==> config.mk <==
export PLATFORM = sky130hd
export DESIGN_NAME = hsv2rgb
export DESIGN_NICKNAME = d
export VERILOG_FILES = /design/src/rtl/hsv2rgb.sv
export SDC_FILE = /design/constraint.sdc
export NUM_CORES = 1
export LEC_CHECK = 0
export ABC_CLOCK_PERIOD_IN_PS = 4500
export BUFFER_PORTS_ARGS = -buffer_cell sky130_fd_sc_hd__buf_2
export CELL_PAD_IN_SITES_DETAIL_PLACEMENT = 1
export CELL_PAD_IN_SITES_GLOBAL_PLACEMENT = 1
export CORE_MARGIN = 2
export CORE_UTILIZATION = 48
export CTS_CLUSTER_DIAMETER = 100
export DETAILED_ROUTE_END_ITERATION = 8
export PLACE_DENSITY = 0.82
export SLEW_MARGIN = 25
export SYNTH_ARGS = -nofsm -noshare
export SYNTH_HDL_FRONTEND = slang
export SYNTH_SLANG_ARGS = --single-unit
==> constraint.sdc <==
create_clock -name clk -period 4.5 [get_ports clk]
set_input_delay 0 -clock clk [delete_from_list [all_inputs] [get_ports clk]]
set_output_delay 0 -clock clk [all_outputs]
set_load 0.01 [all_outputs]
==> src/rtl/hsv2rgb.sv <==
// hsv2rgb: iterative HSV (value=max, saturation=chroma, hue in degrees)
// to packed 15-bit RGB converter with a read/done/busy handshake.
// Ports: clk, res (async active-low), read, hue[8:0], saturation[4:0],
//        value[4:0], hue_invalid -> data[15:0], done, busy.
module hsv2rgb #(
    parameter int HUE_SECTOR = 60,
    parameter int HUE_FULL   = 360
) (
    input  logic        clk,
    input  logic        res,
    input  logic        read,
    input  logic [8:0]  hue,
    input  logic [4:0]  saturation,
    input  logic [4:0]  value,
    input  logic        hue_invalid,
    output logic [15:0] data,
    output logic        done,
    output logic        busy
);

    typedef enum logic [2:0] {
        S_IDLE, S_LOAD, S_SECTOR, S_MUL, S_DIV, S_MAP, S_OUT
    } state_t;

    state_t      state_q, state_d;
    logic [8:0]  hue_q, hue_d;
    logic [4:0]  sat_q, sat_d;
    logic [4:0]  val_q, val_d;
    logic        inv_q, inv_d;
    logic [4:0]  max_q, max_d;
    logic [4:0]  min_q, min_d;
    logic [4:0]  c_q, c_d;
    logic [8:0]  h_q, h_d;
    logic [2:0]  sector_q, sector_d;
    logic [5:0]  f_q, f_d;
    logic [10:0] p_q, p_d;
    logic [4:0]  q_q, q_d;
    logic [4:0]  r_q, r_d;
    logic [4:0]  g_q, g_d;
    logic [4:0]  b_q, b_d;
    logic [15:0] data_q, data_d;
    logic        done_q, done_d;
    logic        busy_q, busy_d;

    logic [4:0]  min_v;
    logic [4:0]  c_v;

    always_comb begin
        state_d  = state_q;
        hue_d    = hue_q;
        sat_d    = sat_q;
        val_d    = val_q;
        inv_d    = inv_q;
        max_d    = max_q;
        min_d    = min_q;
        c_d      = c_q;
        h_d      = h_q;
        sector_d = sector_q;
        f_d      = f_q;
        p_d      = p_q;
        q_d      = q_q;
        r_d      = r_q;
        g_d      = g_q;
        b_d      = b_q;
        data_d   = data_q;
        done_d   = done_q;
        busy_d   = busy_q;
        // Chroma larger than value would give a negative min; clamp it.
        min_v    = (sat_q > val_q) ? 5'd0 : val_q - sat_q;
        c_v      = val_q - min_v;

        unique case (state_q)
            S_IDLE: begin
                if (read) begin
                    hue_d   = hue;
                    sat_d   = saturation;
                    val_d   = value;
                    inv_d   = hue_invalid;
                    done_d  = 1'b0;
                    busy_d  = 1'b1;
                    state_d = S_LOAD;
                end
            end
            S_LOAD: begin
                max_d    = val_q;
                min_d    = min_v;
                c_d      = c_v;
                sector_d = 3'd0;
                h_d      = (hue_q >= 9'(HUE_FULL)) ? hue_q - 9'(HUE_FULL)
                                                    : hue_q;
                if (inv_q || (c_v == 5'd0)) begin
                    r_d     = val_q;
                    g_d     = val_q;
                    b_d     = val_q;
                    state_d = S_OUT;
                end else begin
                    state_d = S_SECTOR;
                end
            end
            S_SECTOR: begin
                if (h_q >= 9'(HUE_SECTOR)) begin
                    h_d      = h_q - 9'(HUE_SECTOR);
                    sector_d = sector_q + 3'd1;
                end else begin
                    f_d     = h_q[5:0];
                    state_d = S_MUL;
                end
            end
            S_MUL: begin
                p_d     = 11'(c_q) * 11'(f_q);
                q_d     = 5'd0;
                state_d = S_DIV;
            end
            S_DIV: begin
                // Restoring division by repeated subtraction.
                if (p_q >= 11'(HUE_SECTOR)) begin
                    p_d = p_q - 11'(HUE_SECTOR);
                    q_d = q_q + 5'd1;
                end else begin
                    state_d = S_MAP;
                end
            end
            S_MAP: begin
                unique case (sector_q)
                    3'd0: begin r_d = max_q;        g_d = min_q + q_q;  b_d = min_q;        end
                    3'd1: begin r_d = max_q - q_q;  g_d = max_q;        b_d = min_q;        end
                    3'd2: begin r_d = min_q;        g_d = max_q;        b_d = min_q + q_q;  end
                    3'd3: begin r_d = min_q;        g_d = max_q - q_q;  b_d = max_q;        end
                    3'd4: begin r_d = min_q + q_q;  g_d = min_q;        b_d = max_q;        end
                    3'd5: begin r_d = max_q;        g_d = min_q;        b_d = max_q - q_q;  end
                    default: begin r_d = max_q;     g_d = max_q;        b_d = max_q;        end
                endcase
                state_d = S_OUT;
            end
            S_OUT: begin
                data_d  = {1'b0, r_q, g_q, b_q};
                done_d  = 1'b1;
                busy_d  = 1'b0;
                state_d = S_IDLE;
            end
            default: state_d = S_IDLE;
        endcase
    end

    always_ff @(posedge clk or negedge res) begin
        if (!res) begin
            state_q  <= S_IDLE;
            hue_q    <= '0;
            sat_q    <= '0;
            val_q    <= '0;
            inv_q    <= 1'b0;
            max_q    <= '0;
            min_q    <= '0;
            c_q      <= '0;
            h_q      <= '0;
            sector_q <= '0;
            f_q      <= '0;
            p_q      <= '0;
            q_q      <= '0;
            r_q      <= '0;
            g_q      <= '0;
            b_q      <= '0;
            data_q   <= '0;
            done_q   <= 1'b0;
            busy_q   <= 1'b0;
        end else begin
            state_q  <= state_d;
            hue_q    <= hue_d;
            sat_q    <= sat_d;
            val_q    <= val_d;
            inv_q    <= inv_d;
            max_q    <= max_d;
            min_q    <= min_d;
            c_q      <= c_d;
            h_q      <= h_d;
            sector_q <= sector_d;
            f_q      <= f_d;
            p_q      <= p_d;
            q_q      <= q_d;
            r_q      <= r_d;
            g_q      <= g_d;
            b_q      <= b_d;
            data_q   <= data_d;
            done_q   <= done_d;
            busy_q   <= busy_d;
        end
    end

    assign data = data_q;
    assign done = done_q;
    assign busy = busy_q;

endmodule

==> results of run 1 <==
[final cells by class]
type / instances / area share [%]
well taps: 180 / 2.98
clock buffers: 10 / 3.16
clock inverters: 4 / 0.729
inverters: 40 / 1.99
repair buffers: 65 / 6.06
multi-input cells: 544 / 50.6
flip-flops and latches: 104 / 34.4
[cell usage after synthesis, types with 5 or more instances]
cell type  count
nor3_1        19
clkbuf_1      22
xor2_1        10
o21ai_0       57
buf_2          5
ha_1          44
dfrtp_1      104
fa_1          16
o211ai_1       9
and2_1        24
nand2_1       93
inv_1         40
xnor2_1       17
and3_1         5
a211oi_1       5
a21o_1        11
nand3_1       23
nand2b_1       5
nor2b_1        6
nor2_1        43
mux2_2        42
a21oi_1       44
a221oi_1       8
a31oi_1        5
o31ai_1        5
[sequential cells by signal (all words and copies together) (netlist names), 3 cells and up]
name,flops
b_q,5
c_q,5
data,15
f_q,6
g_q,5
h_q,9
hue_q,9
max_q,5
min_q,5
p_q,11
q_q,5
r_q,5
sat_q,5
sector_q,3
state_q,3
val_q,5
[through the flow]
stage | power, mW | hold slack [ns] | area (sq um)
floorplan | 4.29 | -0.296 | 6690
global placement | 5.05 | 0.164 | 7030
detailed placement | 5.32 | 0.188 | 7030
CTS | 6.21 | 0.0153 | 7530
global route | 6.76 | 0.0996 | 7550
finish | 6.24 | 0.0120 | 7550
[routing by layer]
layer,share of wire [%],up-vias
li1,-,2616
met1,42,2790
met2,52,122
met3,3.3,31
met4,2.4,0
met5,0,-
[cell families (layout without fill, tap and decap cells)]
kind of cell             count (synthesis)  count (layout)  synth area share [%]
adder cells (fa/ha/maj)                 60              60                  13.0
XOR/XNOR                                27              27                  3.53
other                                    1               1                0.0560
multiplexers                            46              46                  7.66
AND/OR/NAND/NOR                        235             235                  16.4
flip-flops                             104             104                  38.9
buffers and inverters                   70             119                  4.07
AO/OA/AOI/OAI                          175             175                  16.4
[where the power goes]
part | internal [mW] | switching [mW] | leakage [nW] | total [mW]
Sequential | 1.35 | 0.488 | 1.30 | 1.84
Combinational | 1.49 | 2.09 | 2.06 | 3.58
Clock | 0.444 | 0.379 | 0.141 | 0.823
Total | 3.29 | 2.95 | 3.50 | 6.24
[how the worst min path moves through the flow]
stage	from	cells after the start	end	slack, ns
after floorplan	res	0	b_q[0]	-0.30
after global placement	res	1	val_q[4]	0.16
after detailed placement	res	1	sat_q[3]	0.19
final	read	3	state_q[0]	0.01
after CTS	read	3	state_q[0]	0.02
after global routing	read	3	state_q[0]	0.1
[worst reg2reg max path, delay by kind of cell, from the launching register on]
family / cells / cell delay, ns
buffers and inverters: 1 / 0.04
and+or+nand+nor: 2 / 0.25
DFF: 1 / 0.44
adders and majority gates: 4 / 1.95
AOI/OAI and AO/OA: 5 / 1.17
xor gates and xnor gates: 1 / 0.14
==> metrics.cfg, run 1 <==
[die]
dieHeight_microns=122
fp.dieArea_sq_mm=0.0149
floorplan.core_area_sq_mm=0.0138
number_of_ports_placed_on_the_die_boundary=41
die_w_microns=122
floorplan.initialDensity_pct=48.6
fp-row-count=43

[global_route]
grt.met2_usage_pct=47.7
antenna_found_initial=0
grtUsageMet3_pct=3.23
top_usage_layer=met2
met1_routing_resource_usage_after_global_routing_pct=34.7
grt_first_pass_wirelength_microns=31300
grt_max_degree=72
grt_remaining_overflow=0
grt_usage_pct=27.1
first_global_vias=5993

[sta]
hold_viol_final=0
max_clock_freq_mhz=245
slew_viol_final=0
tns_ns=0
timing.clock.skew_ns=0.00603
relSlewSlack_pct=30.9
grt_setup_unrepaired=false
timing.final.crit_period_ns=4.09
post_route_fraction_of_the_period_consumed_by_the_critical_path_pct=90.9
setup_viol_count_final=0
layout_setup_ws_ns=0.411
worst_slew_pin_slew_ns=1.03

[setup_path]
cp_slowest_cell=fa_1
required_ns=4.76
critical-path-max-stage-delay_ns=0.55
rrSetupSlack_ns=0.41
critical_path.most_common_cell=fa_1
startpoint_type=register
critical_path_class=register to register
cp-startpoint=c_q[4]
cpLargestDelayFamily=adder cells
critical_path.cell_chain=nand2_1 > fa_1 > fa_1 > fa_1 > inv_1 > ha_1 > a21o_1 > a21oi_1 > o21bai_1 > a2111oi_0 > nor3_1 > xnor2_1 > a221oi_1
critPathBufInv=1
critPathArrivalTime_ns=4.35
setup.worst_path.end_class=register
timing.reg2reg.worst_path_depth=13
worstSetupEndpoint=p_q[10]
cp.depth=13
crit_path_max_fanout=7
reg2reg_to=p_q[10]
rr_startpoint=c_q[4]

[yosys]
most_common_flop_cell_mapped_by_yosys=dfrtp_1
postSynthRegisterBits=104
synth_top_cells_by_area=dfrtp_1 (39%), ha_1 (8.2%), mux2_2 (7.1%), nand2_1 (5.2%), fa_1 (4.8%)
synth.largest_area_cell=dfrtp_1
synth.cell_area_sq_mm=0.00669
yosys_warnings=0
number_of_enable_flip_flop_cells_after_synthesis=0
async_reset_ff_share_pct=100
syn_area_per_cell_sq_um=9.32
post_synthesis_instance_total=718
postSynthNetCount=801
netlist-cell-type-count=60
post-synth-top-area-fraction_pct=38.9
seq_area_frac_synth_pct=38.9

[route]
detailroute.via_count=5559
drtIter0Drc=331
totalWireLength_microns=19000
drt-vias-per-instance=5.87
dr.pass1.iters=5
detail_route.wl_per_cell_microns=20.1
postRouteAntennaNets=0
detail_route.drc_violations=0

[clocking]
cts_buffer_depth=2
clock_insertion_delay_worst_skew_ns=0.36
postCtsSetupRepairBufs=0
h-tree-depth=3
postCtsHoldBufs=21
cts_root_buffer=clkbuf_16
cts.sinks=104
tritoncts=done
cts.repair.resized=0
cts_inserted_buffers=9
clock_slew_seen_by_the_registers_of_the_worst_setup_and_hold_paths_ns=0.07

[layout]
area_delta_synth_final_pct=12.9
fill_cells=1593
mostFrequentLayoutCells=dfrtp_1 (104), nand2_1 (93), o21ai_0 (57)
final_core_util_pct=54.9
sequential_cell_area_sq_mm=0.00260
antenna-diode-count=0
nNetsFinal=847
drive_above_1_share_pct=14.2
commonest_non_fill_non_tap_cell_in_the_layout=dfrtp_1
fin_cells=947
multiInputGateArea_sq_mm=0.00382

[run_status]
status=finished clean

[place]
detailedPlacementHpwl_microns=13500
placer_congestion_estimate=0.894
pre_cts_ws_ns=0.413
place.port_buffers=39
placed_cell_count=911

[run]
max_cap_violations=0

[pwr]
pwr_density_cell_mw_per_mm2=826
vdd.ir_drop.worst_v=0.000466
power.static_leakage_nw=3.50

[hold_path]
hold_path_class=primary input to register

Note: power is estimated with default switching activity, not from simulation.
==> run 2: changes to the inputs <==
BUFFER_PORTS_ARGS = not set   (was -buffer_cell sky130_fd_sc_hd__buf_2)
CORE_UTILIZATION = 50   (was 48)
DONT_BUFFER_PORTS = 1   (was not set)
PLACE_DENSITY = 0.81   (was 0.82)
==> run 2 against run 1 <==
Compared with the run above:
- die area fell by 3.9%
- utilization rose by 1.2 points
- non-clock buffer count down 39
- clock power down 4.7%
- total power decreased by 2.6%
- worst setup slack improved by 0.013 ns
- maximum frequency rose by 0.31%
- count of clock-buffer cells in the layout unchanged
- critical path depth unchanged
- sequential power grew 3%
- routed wire length fell by 5.0%
- critical endpoint unchanged
- largest power group unchanged
==> metrics.cfg, run 2 (synthesis results as in run 1) <==
[run_status]
status=finished clean  ; unchanged

[route]
detail_route.drc_violations=0  ; unchanged
drt-vias-per-instance=6.04  ; was 5.87
totalWireLength_microns=18100  ; was 19000 microns
detailroute.via_count=5469  ; was 5559
detail_route.wl_per_cell_microns=20.0  ; was 20.1 microns
drtIter0Drc=327  ; was 331
postRouteAntennaNets=0  ; unchanged
dr.pass1.iters=5  ; unchanged

[sta]
fin_hold_ws_ns=0.228  ; was 0.0120 ns
slew_viol_final=0  ; unchanged
tns_ns=0  ; unchanged
hold_viol_final=0  ; unchanged
relSlewSlack_pct=32.6  ; was 30.9%
grt_setup_unrepaired=false  ; unchanged
post_route_fraction_of_the_period_consumed_by_the_critical_path_pct=90.6  ; was 90.9%
timing.final.crit_period_ns=4.08  ; was 4.09 ns
setup_viol_count_final=0  ; unchanged
worst_slew_pin_slew_ns=0.983  ; was 1.03 ns
max_clock_freq_mhz=245  ; about the same
timing.clock.skew_ns=0.00694  ; was 0.00603 ns

[setup_path]
reg2reg_to=p_q[10]  ; unchanged
critPathBufInv=1  ; unchanged
rrSetupSlack_ns=0.42  ; was 0.41 ns
rr_startpoint=c_q[4]  ; unchanged
critical_path_class=register to register  ; unchanged
startpoint_type=register  ; unchanged
critical_path.cell_chain=nand2_1 > fa_1 > fa_1 > fa_1 > inv_1 > ha_1 > a21o_1 > a21oi_1 > o21bai_1 > a2111oi_0 > nor3_1 > xnor2_1 > a221oi_1  ; unchanged
cpLargestDelayFamily=adder cells  ; unchanged
timing.reg2reg.worst_path_depth=13  ; unchanged
crit_path_max_fanout=7  ; unchanged
cp_slowest_cell=fa_1  ; unchanged
required_ns=4.76  ; about the same
critPathArrivalTime_ns=4.34  ; was 4.35 ns
setup.worst_path.end_class=register  ; unchanged
critical_path.most_common_cell=fa_1  ; unchanged
critical-path-max-stage-delay_ns=0.55  ; about the same

[global_route]
grt_first_pass_wirelength_microns=30300  ; was 31300 microns
grt_usage_pct=26.8  ; was 27.1%
first_global_vias=6022  ; was 5993
grt_max_degree=105  ; was 72
antenna_found_initial=0  ; unchanged
grt_remaining_overflow=0  ; unchanged

[pwr]
power.static_leakage_nw=3.34  ; was 3.50 nW
pwr_density_cell_mw_per_mm2=826  ; about the same
vdd.ir_drop.worst_v=0.000516  ; was 0.000466 V

[hold_path]
timing.hold.worst_endpoint=hue_q[7]  ; was state_q[0]
worst_hold_startpoint=read  ; unchanged
hold-path-cell-count=3  ; unchanged
hold_path_class=primary input to register  ; unchanged

[die]
fp.dieArea_sq_mm=0.0143  ; was 0.0149 sq mm
number_of_ports_placed_on_the_die_boundary=41  ; unchanged
fp-row-count=42  ; was 43
dieHeight_microns=120  ; was 122 microns
floorplan.core_area_sq_mm=0.0131  ; was 0.0138 sq mm
floorplan.initialDensity_pct=51.0  ; was 48.6%
die_w_microns=120  ; was 122 microns

[clocking]
cts_buffer_depth=2  ; unchanged
cts_inserted_buffers=9  ; unchanged
postCtsSetupRepairBufs=0  ; unchanged
cts.sinks=104  ; unchanged
tritoncts=done  ; unchanged
cts_root_buffer=clkbuf_16  ; unchanged
h-tree-depth=3  ; unchanged
postCtsHoldBufs=23  ; was 21
clock_slew_seen_by_the_registers_of_the_worst_setup_and_hold_paths_ns=0.07  ; about the same
clock_insertion_delay_worst_skew_ns=0.37  ; was 0.36 ns
cts.repair.resized=0  ; unchanged

[run]
max_cap_violations=0  ; unchanged

[layout]
largest_register_ff_count=15  ; unchanged
mostFrequentLayoutCells=dfrtp_1 (104), nand2_1 (93), o21ai_0 (57)  ; unchanged
area_delta_synth_final_pct=10.0  ; was 12.9%
fin_cells=906  ; was 947
drive_above_1_share_pct=9.86  ; was 14.2%
antenna-diode-count=0  ; unchanged
final_core_util_pct=56.0  ; was 54.9%
fill_cells=1509  ; was 1593
nNetsFinal=808  ; was 847
commonest_non_fill_non_tap_cell_in_the_layout=dfrtp_1  ; unchanged

[place]
detailedPlacementHpwl_microns=12700  ; was 13500 microns
placed_cell_count=867  ; was 911
place.port_buffers=0  ; was 39
placer_congestion_estimate=0.886  ; was 0.894

==> run 2: per-stage QoR <==
stage / power [mW] / area (sq um) / worst slack, ns
2_1_floorplan: 4.29 / 6690 / 0.748
6_report: 6.08 / 7360 / 0.423
3_5_place_dp: 5.19 / 6820 / 0.473
5_1_grt: 6.63 / 7360 / 0.101
4_1_cts: 6.07 / 7360 / 0.449
3_3_place_gp: 4.97 / 6820 / 0.597
==> run 2: layout make-up <==
cell class / instances / area [sq um] / share of cell area (%)
Timing Repair Buffer: 26 / 270 / 3.67
Tap cell: 176 / 220 / 2.99
Clock buffer: 10 / 239 / 3.25
Sequential cell: 104 / 2600 / 35.3
Multi-Input combinational cell: 544 / 3830 / 52.0
Inverter: 40 / 150 / 2.04
Clock inverter: 6 / 52.6 / 0.714
==> run 2: worst max path at each step <==
stage / from / endpoint / slack, ns / cells after the start
after global routing: c_q[2] / p_q[10] / 0.10 / 13
after floorplan: c_q[4] / p_q[10] / 0.75 / 13
final: c_q[4] / p_q[10] / 0.42 / 13
after detailed placement: c_q[3] / p_q[10] / 0.47 / 13
after global placement: c_q[4] / p_q[10] / 0.60 / 13
after CTS: c_q[3] / p_q[10] / 0.45 / 13
==> run 2: power by group <==
part | internal (mW) | leakage, nW | switching (mW)
logic | 1.44 | 1.90 | 1.97
clock network | 0.399 | 0.142 | 0.385
registers | 1.35 | 1.30 | 0.534
==> run 2: layer usage <==
| metal | track usage (%) | share of wire, % | wire length [microns] |
|---|---|---|---|
| met5 | 0 | 0 | 0 |
| met3 | 3.99 | 3.7 | 675 |
| met4 | 11.4 | 2.7 | 482 |
| met2 | 46.4 | 51 | 9130 |
| met1 | 33.5 | 43 | 7790 |
==> run 2: worst min-delay path, delay by kind of cell <==
| kind | cells | cell delay, ns |
|---|---|---|
| AO/OA/AOI/OAI | 1 | 0.18 |
| buffers and inverters | 1 | 0.23 |
| AND/OR/NAND/NOR | 1 | 0.14 |
==> run 3: changes to the inputs <==
CTS_CLUSTER_SIZE = 25   (was not set)
PLACE_DENSITY = not set   (was 0.81)
PLACE_DENSITY_LB_ADDON = 0.12   (was not set)
==> run 3 against run 2 <==
Compared with the run above:
- worst setup slack worse by 0.050 ns
- cell area decreased by 0.27%
- via count is 1.8% lower
- final cell count is the same
- register-to-register slack got worse by 0.05 ns
- die area unchanged
==> metrics.cfg, run 3 (synthesis results as in run 1) <==
[sta]
relSlewSlack_pct=32.8  ; was 32.6%
worst_slew_pin_slew_ns=1.01  ; was 0.983 ns
tns_ns=0  ; unchanged
grt_setup_unrepaired=false  ; unchanged
setup_viol_count_final=0  ; unchanged
timing.final.crit_period_ns=4.13  ; was 4.08 ns
max_clock_freq_mhz=242  ; was 245 MHz
post_route_fraction_of_the_period_consumed_by_the_critical_path_pct=91.7  ; was 90.6%
timing.clock.skew_ns=0.0106  ; was 0.00694 ns
hold_viol_final=0  ; unchanged
layout_setup_ws_ns=0.373  ; was 0.423 ns
slew_viol_final=0  ; unchanged
fin_hold_ws_ns=0.235  ; was 0.228 ns

[layout]
mostFrequentLayoutCells=dfrtp_1 (104), nand2_1 (93), o21ai_0 (57)  ; unchanged
final_core_util_pct=55.9  ; was 56.0%
antenna-diode-count=0  ; unchanged
area_delta_synth_final_pct=9.70  ; was 10.0%
drive_above_1_share_pct=9.73  ; was 9.86%
largest_register_ff_count=15  ; unchanged
commonest_non_fill_non_tap_cell_in_the_layout=dfrtp_1  ; unchanged
nNetsFinal=809  ; was 808

[route]
totalWireLength_microns=17400  ; was 18100 microns
detail_route.wl_per_cell_microns=19.2  ; was 20.0 microns
highest_layer=met4  ; unchanged
dr.pass1.iters=4  ; was 5
met1Wirelength_microns=8290  ; was 7790 microns
drt-vias-per-instance=5.93  ; was 6.04
detailroute.via_count=5369  ; was 5469
drtIter0Drc=198  ; was 327
met2RoutedLength_microns=8340  ; was 9130 microns
postRouteAntennaNets=0  ; unchanged
detail_route.drc_violations=0  ; unchanged
wl_met3_microns=485  ; was 675 microns

[setup_path]
crit_path_max_fanout=7  ; unchanged
required_ns=4.75  ; was 4.76 ns
cp_slowest_cell=fa_1  ; unchanged
critical_path_class=register to register  ; unchanged
cp.depth=13  ; unchanged
timing.reg2reg.worst_path_depth=13  ; unchanged
cpLargestDelayFamily=adder cells  ; unchanged
critical_path.cell_chain=nand2_1 > fa_1 > fa_1 > fa_1 > inv_1 > ha_1 > a21o_1 > a21oi_1 > o21bai_1 > a2111oi_0 > nor3_1 > xnor2_1 > a221oi_1  ; unchanged
critPathArrivalTime_ns=4.38  ; was 4.34 ns
critPathBufInv=1  ; unchanged
critical_path.most_common_cell=fa_1  ; unchanged
setup.worst_path.end_class=register  ; unchanged
startpoint_type=register  ; unchanged
critical-path-max-stage-delay_ns=0.55  ; about the same

[global_route]
grt_remaining_overflow=0  ; unchanged
grt_max_degree=105  ; unchanged
grt_first_pass_wirelength_microns=29500  ; was 30300 microns
antenna_found_initial=0  ; unchanged
first_global_vias=5734  ; was 6022
grt_usage_pct=26.0  ; was 26.8%

[hold_path]
hold_path_class=primary input to asynchronous set/reset pin  ; was primary input to register

[die]
number_of_ports_placed_on_the_die_boundary=41  ; unchanged
floorplan.core_area_sq_mm=0.0131  ; unchanged
die_w_microns=120  ; unchanged
floorplan.initialDensity_pct=51.0  ; unchanged
dieHeight_microns=120  ; unchanged
fp-row-count=42  ; unchanged
fp.dieArea_sq_mm=0.0143  ; unchanged

[place]
pre_cts_ws_ns=0.346  ; was 0.473 ns
place.port_buffers=0  ; unchanged
placer_congestion_estimate=0.980  ; was 0.886
detailedPlacementHpwl_microns=12800  ; was 12700 microns

[pwr]
share_seq_of_total_power_pct=31.3  ; was 31.0%
vdd.ir_drop.worst_v=0.000577  ; was 0.000516 V
power.static_leakage_nw=3.33  ; was 3.34 nW
power_mw=6.02  ; was 6.08 mW
total_switching_power_mw=2.85  ; was 2.89 mW
netSwitchingFraction_pct=47.4  ; was 47.6%
power.share.clock_pct=12.1  ; was 12.9%
pwr_density_cell_mw_per_mm2=820  ; was 826 mW/mm^2
internal_power_mw=3.17  ; was 3.19 mW
combPwrFrac_pct=56.6  ; was 56.1%

[clocking]
cts_root_buffer=clkbuf_16  ; unchanged
cts.sinks=104  ; unchanged
h-tree-depth=3  ; unchanged
cts.repair.resized=0  ; unchanged
clock_slew_seen_by_the_registers_of_the_worst_setup_and_hold_paths_ns=0.07  ; about the same
clock_insertion_delay_worst_skew_ns=0.35  ; was 0.37 ns
cts_buffer_depth=2  ; unchanged
tritoncts=done  ; unchanged
cts_inserted_buffers=9  ; unchanged

[run_status]
status=finished clean  ; unchanged

[run]
max_cap_violations=0  ; unchanged

-- run 3: cell type report --
type | instances | area, sq um
Fill cell | 1504 | 5790
Multi-Input combinational cell | 544 | 3820
Sequential cell | 104 | 2600
Timing Repair Buffer | 27 | 278
Clock buffer | 9 | 225
Tap cell | 176 | 220
Inverter | 40 | 150
Clock inverter | 6 | 42.5
-- run 3: metal layers --
layer / GRT usage, % / vias to the layer above
met5: 0 / -
met4: 7.28 / 0
met3: 3.94 / 29
met2: 43.3 / 94
met1: 35.3 / 2702
li1: - / 2544
-- run 3: per-stage QoR --
stage,instances,cell area (sq um)
floorplan,718,6690
global placement,868,6830
detailed placement,868,6830
CTS,906,7340
global route,906,7340
finish,906,7340
-- run 3: power by group through the flow --
stage	Combinational, mW	Clock (mW)	Sequential, mW
3_3_place_gp	3.17	0	1.86
5_1_grt	3.86	0.785	1.96
2_1_floorplan	2.61	0	1.68
6_report	3.41	0.728	1.89
4_1_cts	3.41	0.753	1.88
3_5_place_dp	3.34	0	1.90
-- run 3: what timing repair did --
item | in CTS | in global routing
endpoints found under the setup margin | 0 | 0
hold buffers | 23 | 0
hold endpoints to repair | 125 | 0
buffers inserted | 0 | 0
-- run 3: worst paths after layout --
kind	slack (ns)	startpoint	end
worst max register to register	0.37	c_q[2]	p_q[10]
min in group clk	0.24	read	sat_q[1]
worst max-delay path	0.37	c_q[2]	p_q[10]
worst min-delay path	0.24	res	data[7]
max in group asynchronous	3.80	res	state_q[2]
worst min register to register	0.47	p_q[0]	p_q[0]
